--- config.mk ---
export PLATFORM = sky130hd
export DESIGN_NAME = vga_timing_gen
export DESIGN_NICKNAME = d
export VERILOG_FILES = /design/src/rtl/vga_timing_gen.sv
export SDC_FILE = /design/constraint.sdc
export NUM_CORES = 1
export LEC_CHECK = 0
export CAP_MARGIN = 10
export CELL_PAD_IN_SITES_DETAIL_PLACEMENT = 1
export CELL_PAD_IN_SITES_GLOBAL_PLACEMENT = 2
export CORE_UTILIZATION = 28
export DETAILED_ROUTE_END_ITERATION = 10
export PLACE_DENSITY = 0.77
export SLEW_MARGIN = 20
export SYNTH_ARGS = -nofsm -noshare
export SYNTH_HDL_FRONTEND = slang
export SYNTH_SLANG_ARGS = --single-unit
--- constraint.sdc ---
create_clock -name clk25 -period 1.7 [get_ports clk25]
set_clock_uncertainty 0.05 [all_clocks]
set_input_delay 0.34 -clock clk25 [delete_from_list [all_inputs] [get_ports clk25]]
set_output_delay 0.34 -clock clk25 [all_outputs]
set_load 0.02 [all_outputs]
--- src/rtl/vga_timing_gen.sv ---
// 640x480@60 VGA pixel timing: pixel/line counters, syncs, active flag, coordinates, end-of-frame strobe.
// Define VGA_TIMING_SYNC_ACTIVE_HIGH_EN to make hSync/vSync active-high (idle 0) instead of active-low.
module vga_timing_gen #(
  parameter int WIDTH   = 640,
  parameter int HEIGHT  = 480,
  parameter int H_FRONT = 16,
  parameter int H_SYNC  = 96,
  parameter int H_BACK  = 48,
  parameter int V_FRONT = 10,
  parameter int V_SYNC  = 2,
  parameter int V_BACK  = 33
) (
  input  logic       clk25,
  input  logic       reset,
  output logic       hSync,
  output logic       vSync,
  output logic       active,
  output logic       screenEnd,
  output logic [9:0] x,
  output logic [8:0] y
);

  localparam int H_TOTAL = WIDTH + H_FRONT + H_SYNC + H_BACK;
  localparam int V_TOTAL = HEIGHT + V_FRONT + V_SYNC + V_BACK;

  localparam logic [9:0] H_LAST   = 10'(H_TOTAL - 1);
  localparam logic [9:0] V_LAST   = 10'(V_TOTAL - 1);
  localparam logic [9:0] H_ACT    = 10'(WIDTH);
  localparam logic [9:0] V_ACT    = 10'(HEIGHT);
  localparam logic [9:0] HS_START = 10'(WIDTH + H_FRONT);
  localparam logic [9:0] HS_END   = 10'(WIDTH + H_FRONT + H_SYNC);
  localparam logic [9:0] VS_START = 10'(HEIGHT + V_FRONT);
  localparam logic [9:0] VS_END   = 10'(HEIGHT + V_FRONT + V_SYNC);
  localparam logic [8:0] Y_MAX    = 9'(HEIGHT - 1);

`ifdef VGA_TIMING_SYNC_ACTIVE_HIGH_EN
  localparam logic SYNC_ON = 1'b1;
`else
  localparam logic SYNC_ON = 1'b0;
`endif

  logic [9:0] h_count;
  logic [9:0] v_count;
  logic       h_pulse;
  logic       v_pulse;
  logic       in_view;
  logic       frame_end;

  always_ff @(posedge clk25 or negedge reset) begin
    if (!reset) begin
      h_count <= 10'd0;
      v_count <= 10'd0;
    end else if (h_count == H_LAST) begin
      h_count <= 10'd0;
      v_count <= (v_count == V_LAST) ? 10'd0 : v_count + 10'd1;
    end else begin
      h_count <= h_count + 10'd1;
    end
  end

  assign h_pulse   = (h_count >= HS_START) && (h_count < HS_END);
  assign v_pulse   = (v_count >= VS_START) && (v_count < VS_END);
  assign in_view   = (h_count < H_ACT) && (v_count < V_ACT);
  assign frame_end = (h_count == 10'd0) && (v_count == V_ACT);

  // Reset gates the decodes directly so outputs reach idle values without waiting for a clock.
  always_comb begin
    hSync     = ~SYNC_ON;
    vSync     = ~SYNC_ON;
    active    = 1'b0;
    screenEnd = 1'b0;
    x         = 10'd0;
    y         = 9'd0;
    if (reset) begin
      hSync     = h_pulse ? SYNC_ON : ~SYNC_ON;
      vSync     = v_pulse ? SYNC_ON : ~SYNC_ON;
      active    = in_view;
      screenEnd = frame_end;
      x         = h_count;
      y         = (v_count < V_ACT) ? v_count[8:0] : Y_MAX;
    end
  end

endmodule

==> results of run 1 <==
==> worst min path at each step <==
stage,slack [ns],end,cells after the start
after floorplan,-0.006,h_count[0]$_DFF_PN0_,0
after CTS,0.19,h_count[9]$_DFF_PN0_,2
after global placement,0.49,h_count[0]$_DFF_PN0_,2
after detailed placement,0.51,h_count[0]$_DFF_PN0_,2
final,0.16,v_count[5]$_DFFE_PN0N_,2
after global routing,0.19,h_count[9]$_DFF_PN0_,2
==> per-layer routing <==
layer  routed length, um  global-route usage, %  share of wire (%)  vias to the layer above
li1                    -                      -                  -                      633
met5                   0                      0                  0                        -
met4                  55                  5.669                1.2                        0
met1                1951                  23.50                 42                      664
met2                2532                  34.20                 54                       26
met3                 114                  2.047                2.4                        4
==> final cells by class <==
| class | instances | area [um2] |
|---|---|---|
| clock buffers | 3 | 41.29 |
| clock inverters | 1 | 30.03 |
| fillers | 504 | 2095 |
| inverters | 4 | 15.01 |
| multi-input cells | 105 | 852.1 |
| flip-flops and latches | 20 | 501.7 |
| well taps | 52 | 65.06 |
| repair buffers | 80 | 724.4 |
==> cells by family (layout without fill, tap and decap cells) <==
group | after synthesis | in the layout
xor+xnor | 11 | 11
buf+inv | 11 | 88
mux | 2 | 2
simple gates | 66 | 66
flops | 20 | 20
fa+ha+maj | 5 | 5
compound gates | 21 | 21
==> cell usage in the layout (no fill, tap or decap), types with 2 or more instances in the layout <==
master,Yosys,routed
buf_4,0,47
buf_6,1,20
dfrtp_1,20,19
and2_1,13,12
nand4_1,8,8
nor2_1,12,7
xnor2_1,7,7
o21a_1,6,6
nand2_1,6,6
nand3_1,5,5
xor2_1,4,4
clkdlybuf4s15_2,0,4
and3_1,5,3
nor2_4,0,3
nor3_1,3,3
o21ai_0,5,3
clkbuf_8,0,3
clkdlybuf4s15_1,0,3
inv_2,0,2
a21boi_2,0,2
inv_1,4,2
and4_4,2,2
a21oi_1,2,2
nor3b_2,0,2
nor4_2,0,2
and3_4,0,2
nor2_2,0,2
a22o_1,2,2
o21ai_1,1,2
mux2_4,1,2
ha_4,0,2
ha_1,5,2
clkbuf_2,1,2
==> worst reg2reg max path, cell delays in order (launching register included) <==
cell and delay, ns:
dfrtp_1 0.40, inv_2 0.09, ha_4 0.15, buf_6 0.09, buf_6 0.08, nor4b_4 0.19
and3_4 0.28, nor2_4 0.06, mux2_4 0.25
==> timing repair <==
| item | CTS | global route |
|---|---|---|
| gates resized for setup | 121 | 36 |
| buffers inserted | 8 | 13 |
| endpoints found under the hold margin | 0 | 0 |
| hold buffers | 0 | 0 |
| endpoints found under the setup margin | 31 | 32 |
| gates cloned | 1 | 0 |
| pin swaps | 13 | 16 |
==> synth_stat cells, drive strengths merged <==
cell     count  area [um2]
nand4bb      1       11.26
buf          1       11.26
a21boi       2       15.01
a22o         2       17.52
a32o         1       10.01
nor3         3       15.01
nand2b       1       6.260
xnor2        7       61.31
nand4        8       50.05
o21a         6       45.04
or3          1       6.260
dfrtp       20       500.5
and3         5       31.28
xor2         4       35.03
nor3b        2       15.01
nor2        12       45.04
nand2        6       22.52
and2        13       81.33
nor2b        3       18.77
and4         3       31.28
nor4         2       12.51
clkbuf       6       23.77
nand3        5       25.02
ha           5       62.56
a31oi        1       6.260
inv          4       15.01
nor4b        1       8.760
o2111ai      1       8.760
o21ai        6       30.02
mux2         2       26.27
a21oi        2       10.01
==> registers in the layout (all words and copies together) (netlist names) <==
register and flops:
h_count 10, v_count 10
==> per-stage QoR <==
step / total power, mW / TNS [ns]
2_1_floorplan: 0.5014 / 0
3_3_place_gp: 0.5295 / -13.32
3_5_place_dp: 0.5311 / -14.29
4_1_cts: 1.034 / -1.168
5_1_grt: 1.073 / -2.525
6_report: 1.048 / -1.483
==> power groups by stage <==
stage	Sequential, mW	Clock [mW]	Combinational (mW)
after floorplan	0.485	0	0.0165
after global placement	0.485	0	0.0448
final	0.475	0.513	0.0598
after global routing	0.475	0.533	0.0644
after CTS	0.475	0.501	0.0573
after detailed placement	0.485	0	0.0464
==> flow_summary.toml, run 1 <==
[setup_path]
worst_path_max_delay_cell = "dfrtp_1"
worstReg2RegEnd = "v_count[0]$_DFFE_PN0N_"
endpoint = "screenEnd"
path_cells = "nor4_2, buf_4, nand4_1, nor4_2, and3_1, buf_6"
start_kind = "flop"
critPathMostFrequentCell = "nor4_2"
cp-end-kind = "output pin"
crit_family = "simple AND/OR/NAND/NOR gates"
path_depth = 6
critPathKind = "reg2out"
path_buf_inv = 2
ff2ff_setup_slack_ns = -0.04
crit_required_ns = 1.31
rr_worst_depth = 8
startpoint = "h_count[8]$_DFF_PN0_"
worst-path-max-fanout = 2
arrival_ns = 1.70
worstReg2RegStart = "v_count[0]$_DFFE_PN0N_"
slowest_delay_ns = 0.41

[die]
die_h_um = 69.05
row_count = 24
start_util_pct = 29.11
die_w_um = 69.05
die-area_um2 = 4767
core_area_um2 = 4324
io_pins = 25

[clock_network]
cts_buffer_depth = 2
cts.htree.levels = 1
cts.sinks = 20
root_buffer = "clkbuf_8"
numCtsBuffers = 3
clkLatencyLatePin_ns = 0.28
cts_tree = "done"
clk_pin_slew_ns = 0.10

[yosys]
syn_avg_cell_area_um2 = 9.255
yosysWarnings = 0
synth-simple-area-share_pct = 30.22
syn-instance-count = 136
synth.area.mux_share_pct = 2.087
synth_fp_nets = 143
syn_area_um2 = 1259
ys_ff_latch = 20
yosysUniqueCellTypes = 35
synthAdderAreaFrac_pct = 4.970
synth_compound_area_share_pct = 11.33
synth_top_family_by_area = "simple AND/OR/NAND/NOR gates"
yosysSeqAreaShare_pct = 39.76
synth_xor_xnor_area_share_pct = 7.654

[cells_and_area]
n_antenna_cell = 0
fin_area_um2 = 2230
fin_nets = 221
instances_no_fill = 265
area_delta_synth_final_pct = 77.14
final_core_utilization_pct = 51.56
drive_gt1_share_pct = 51.64

[grt]
grt_pass1_vias = 1441
grtUsageTotal_pct = 18.93
antenna_found_initial = 0
grt_max_degree = 16
grt_pass1_wl_um = 7258
grt_remaining_overflow = 0

[drt]
drc = 0
wire_per_inst_um = 17.57
drt-initial-drc-count = 25
vias_per_cell = 5.008
drt-total-wl_um = 4655
drtPass1Iterations = 4
vias = 1327
ant_nets = 0

[timing]
hold_ws_ns = 0.1582
maxSlewViolCount = 0
fin_crit_sh_pct = 123.1
rsz0062_at_grt = "yes"
period_needed_ns = 2.093
postLayoutSetupSlackWorst_ns = -0.3929
finalHoldViolCount = 0
tightest_slew_ns = 0.3107
setup_violations = 13
maxSlewHeadroom_pct = 79.20
fmax_mhz = 477.8

[pwr]
power.internal_mw = 0.8201
sequentialPowerShare_pct = 45.4
power_switching_mw = 0.2275
powerDensity_nw_per_um2 = 469.9
ir_drop_mv = 0.2738
leakage_nw = 1.070
p_sw_share_pct = 21.72
combPwrFrac_pct = 5.7
p_clk_share_pct = 48.9

[run]
cap_violations = 0

[place]
io_buffer_count = 24
detailed_place.area_um2 = 1814
gp_congestion = 0.7662
dp.cells = 243
dp_slack_ns = -0.7067
dp_hpwl_um = 2807

[outcome]
violations = "negative setup slack"
status = "finished, violations left"

[worst_hold_path]
min_path_type = "in2async"
Power figures use the tool's default switching activity.
==> inputs of run 2 (changes only) <==
Settings changed: REMOVE_ABC_BUFFERS set to 1, SKIP_LAST_GASP set to 1.
==> flow_summary.toml, run 2 (synthesized netlist as in run 1, its figures left out) <==
[setup_path]
rr_worst_depth = 7
critPathKind = "reg2out"
cp-end-kind = "output pin"
crit_required_ns = 1.31
worst_path_max_delay_cell = "dfrtp_1"
path_cells = "nor4_4, nand4_1, nor4_2, and3_1, buf_4"
slowest_delay_ns = 0.42
worstReg2RegEnd = "v_count[0]$_DFFE_PN0N_"
arrival_ns = 1.70
start_kind = "flop"
ff2ff_setup_slack_ns = -0.04
worst-path-max-fanout = 2
worstReg2RegStart = "h_count[6]$_DFF_PN0_"

[cells_and_area]
largest_registers = "h_count: 10 flops, v_count: 10 flops"
final_common_cell = "buf_4"
fin_area_um2 = 2148
area_delta_synth_final_pct = 70.68
fin_nets = 221
final_cell_mix = "buf_4 (47), dfrtp_1 (20), buf_6 (19), and2_1 (13), nor2_1 (9)"
n_antenna_cell = 0
drive_gt1_share_pct = 47.42

[timing]
maxSlewViolCount = 0
fin_crit_sh_pct = 122.8
tightest_slew_ns = 0.3780
fmax_mhz = 479.1
hold_ws_ns = 0.1076
setup_violations = 13
finalHoldViolCount = 0
period_needed_ns = 2.087
rsz0062_at_grt = "yes"
maxSlewHeadroom_pct = 74.71
postLayoutSetupSlackWorst_ns = -0.3874

[clock_network]
cts.sinks = 20
clkLatencyLatePin_ns = 0.27
cts.htree.levels = 1
numCtsBuffers = 3
cts_tree = "done"
root_buffer = "clkbuf_8"
cts_buffer_depth = 2
clk_pin_slew_ns = 0.09

[pwr]
powerDensity_nw_per_um2 = 430.9
leakage_nw = 1.029
ir_drop_mv = 0.2261

[drt]
drtPass1Iterations = 4
ant_nets = 0
wire_per_inst_um = 16.31
vias_per_cell = 5.057
drt-total-wl_um = 4323
vias = 1340
drt-initial-drc-count = 57
drc = 0

[die]
row_count = 24
io_pins = 25
die_w_um = 69.05
start_util_pct = 29.11
die_h_um = 69.05
core_area_um2 = 4324
die-area_um2 = 4767

[grt]
grt_max_degree = 14
grt_pass1_vias = 1435
grt_remaining_overflow = 0
antenna_found_initial = 0
grtUsageTotal_pct = 18.26
grt_pass1_wl_um = 7024

[outcome]
status = "finished, violations left"
violations = "negative setup slack"

[place]
dp_hpwl_um = 2946
io_buffer_count = 24
gp_congestion = 0.8896
detailed_place.area_um2 = 1822

[run]
cap_violations = 0

[worst_hold_path]
min_path_type = "in2async"
## run 2: layout make-up
class / count / area, um2
clock buffer: 4 / 55.05
multi-input combinational: 105 / 837.1
inverter: 4 / 15.01
sequential: 20 / 500.5
timing repair buffer: 80 / 675.6
tap: 52 / 65.06
fill: 491 / 2176
## run 2: worst max-delay path by stage
| stage | start | endpoint | slack [ns] | cells past startpoint |
|---|---|---|---|---|
| floorplan | h_count[0]$_DFF_PN0_ | v_count[4]$_DFFE_PN0N_ | 0.01 | 5 |
| global placement | reset | hSync | -0.59 | 5 |
| detailed placement | h_count[8]$_DFF_PN0_ | screenEnd | -0.64 | 5 |
| CTS | h_count[7]$_DFF_PN0_ | screenEnd | -0.56 | 5 |
| global route | h_count[7]$_DFF_PN0_ | screenEnd | -0.49 | 5 |
| finish | h_count[7]$_DFF_PN0_ | screenEnd | -0.39 | 5 |
## run 2: repair_timing
item / in CTS / in global routing
setup endpoints to repair: 29 / 30
setup buffers: 12 / 8
hold endpoints to repair: 0 / 8
gates resized for setup: 108 / 35
pin swaps: 10 / 17
hold buffers: 0 / 2
## run 2: power by group
part           internal [mW]  switching [mW]
clock network          0.207           0.182
registers              0.475               0
logic                 0.0295          0.0321
## run 2: critical path, delay by kind of cell, from the launching register on
kind | cells | cell delay, ns
buffers and inverters | 1 | 0.13
AND/OR/NAND/NOR | 4 | 0.88
flip-flops | 1 | 0.42
## run 2: stage by stage
step	TNS (ns)	util (%)	power, mW	cells	worst slack (ns)
finish	-1.815	49.68	0.9256	265	-0.3874
global route	-2.728	49.68	0.9454	265	-0.4876
CTS	-2.458	46.96	0.9220	259	-0.5610
detailed placement	-13.37	42.13	0.5321	244	-0.6442
global placement	-12.62	42.13	0.5313	244	-0.5889
floorplan	0	-	0.4971	129	0.01437
## run 2: metal layers
metal / GRT usage [%] / share of wire [%]
met5: 0 / 0
met4: 5.442 / 1.9
met3: 1.901 / 2.3
met2: 33.33 / 54
met1: 22.41 / 42
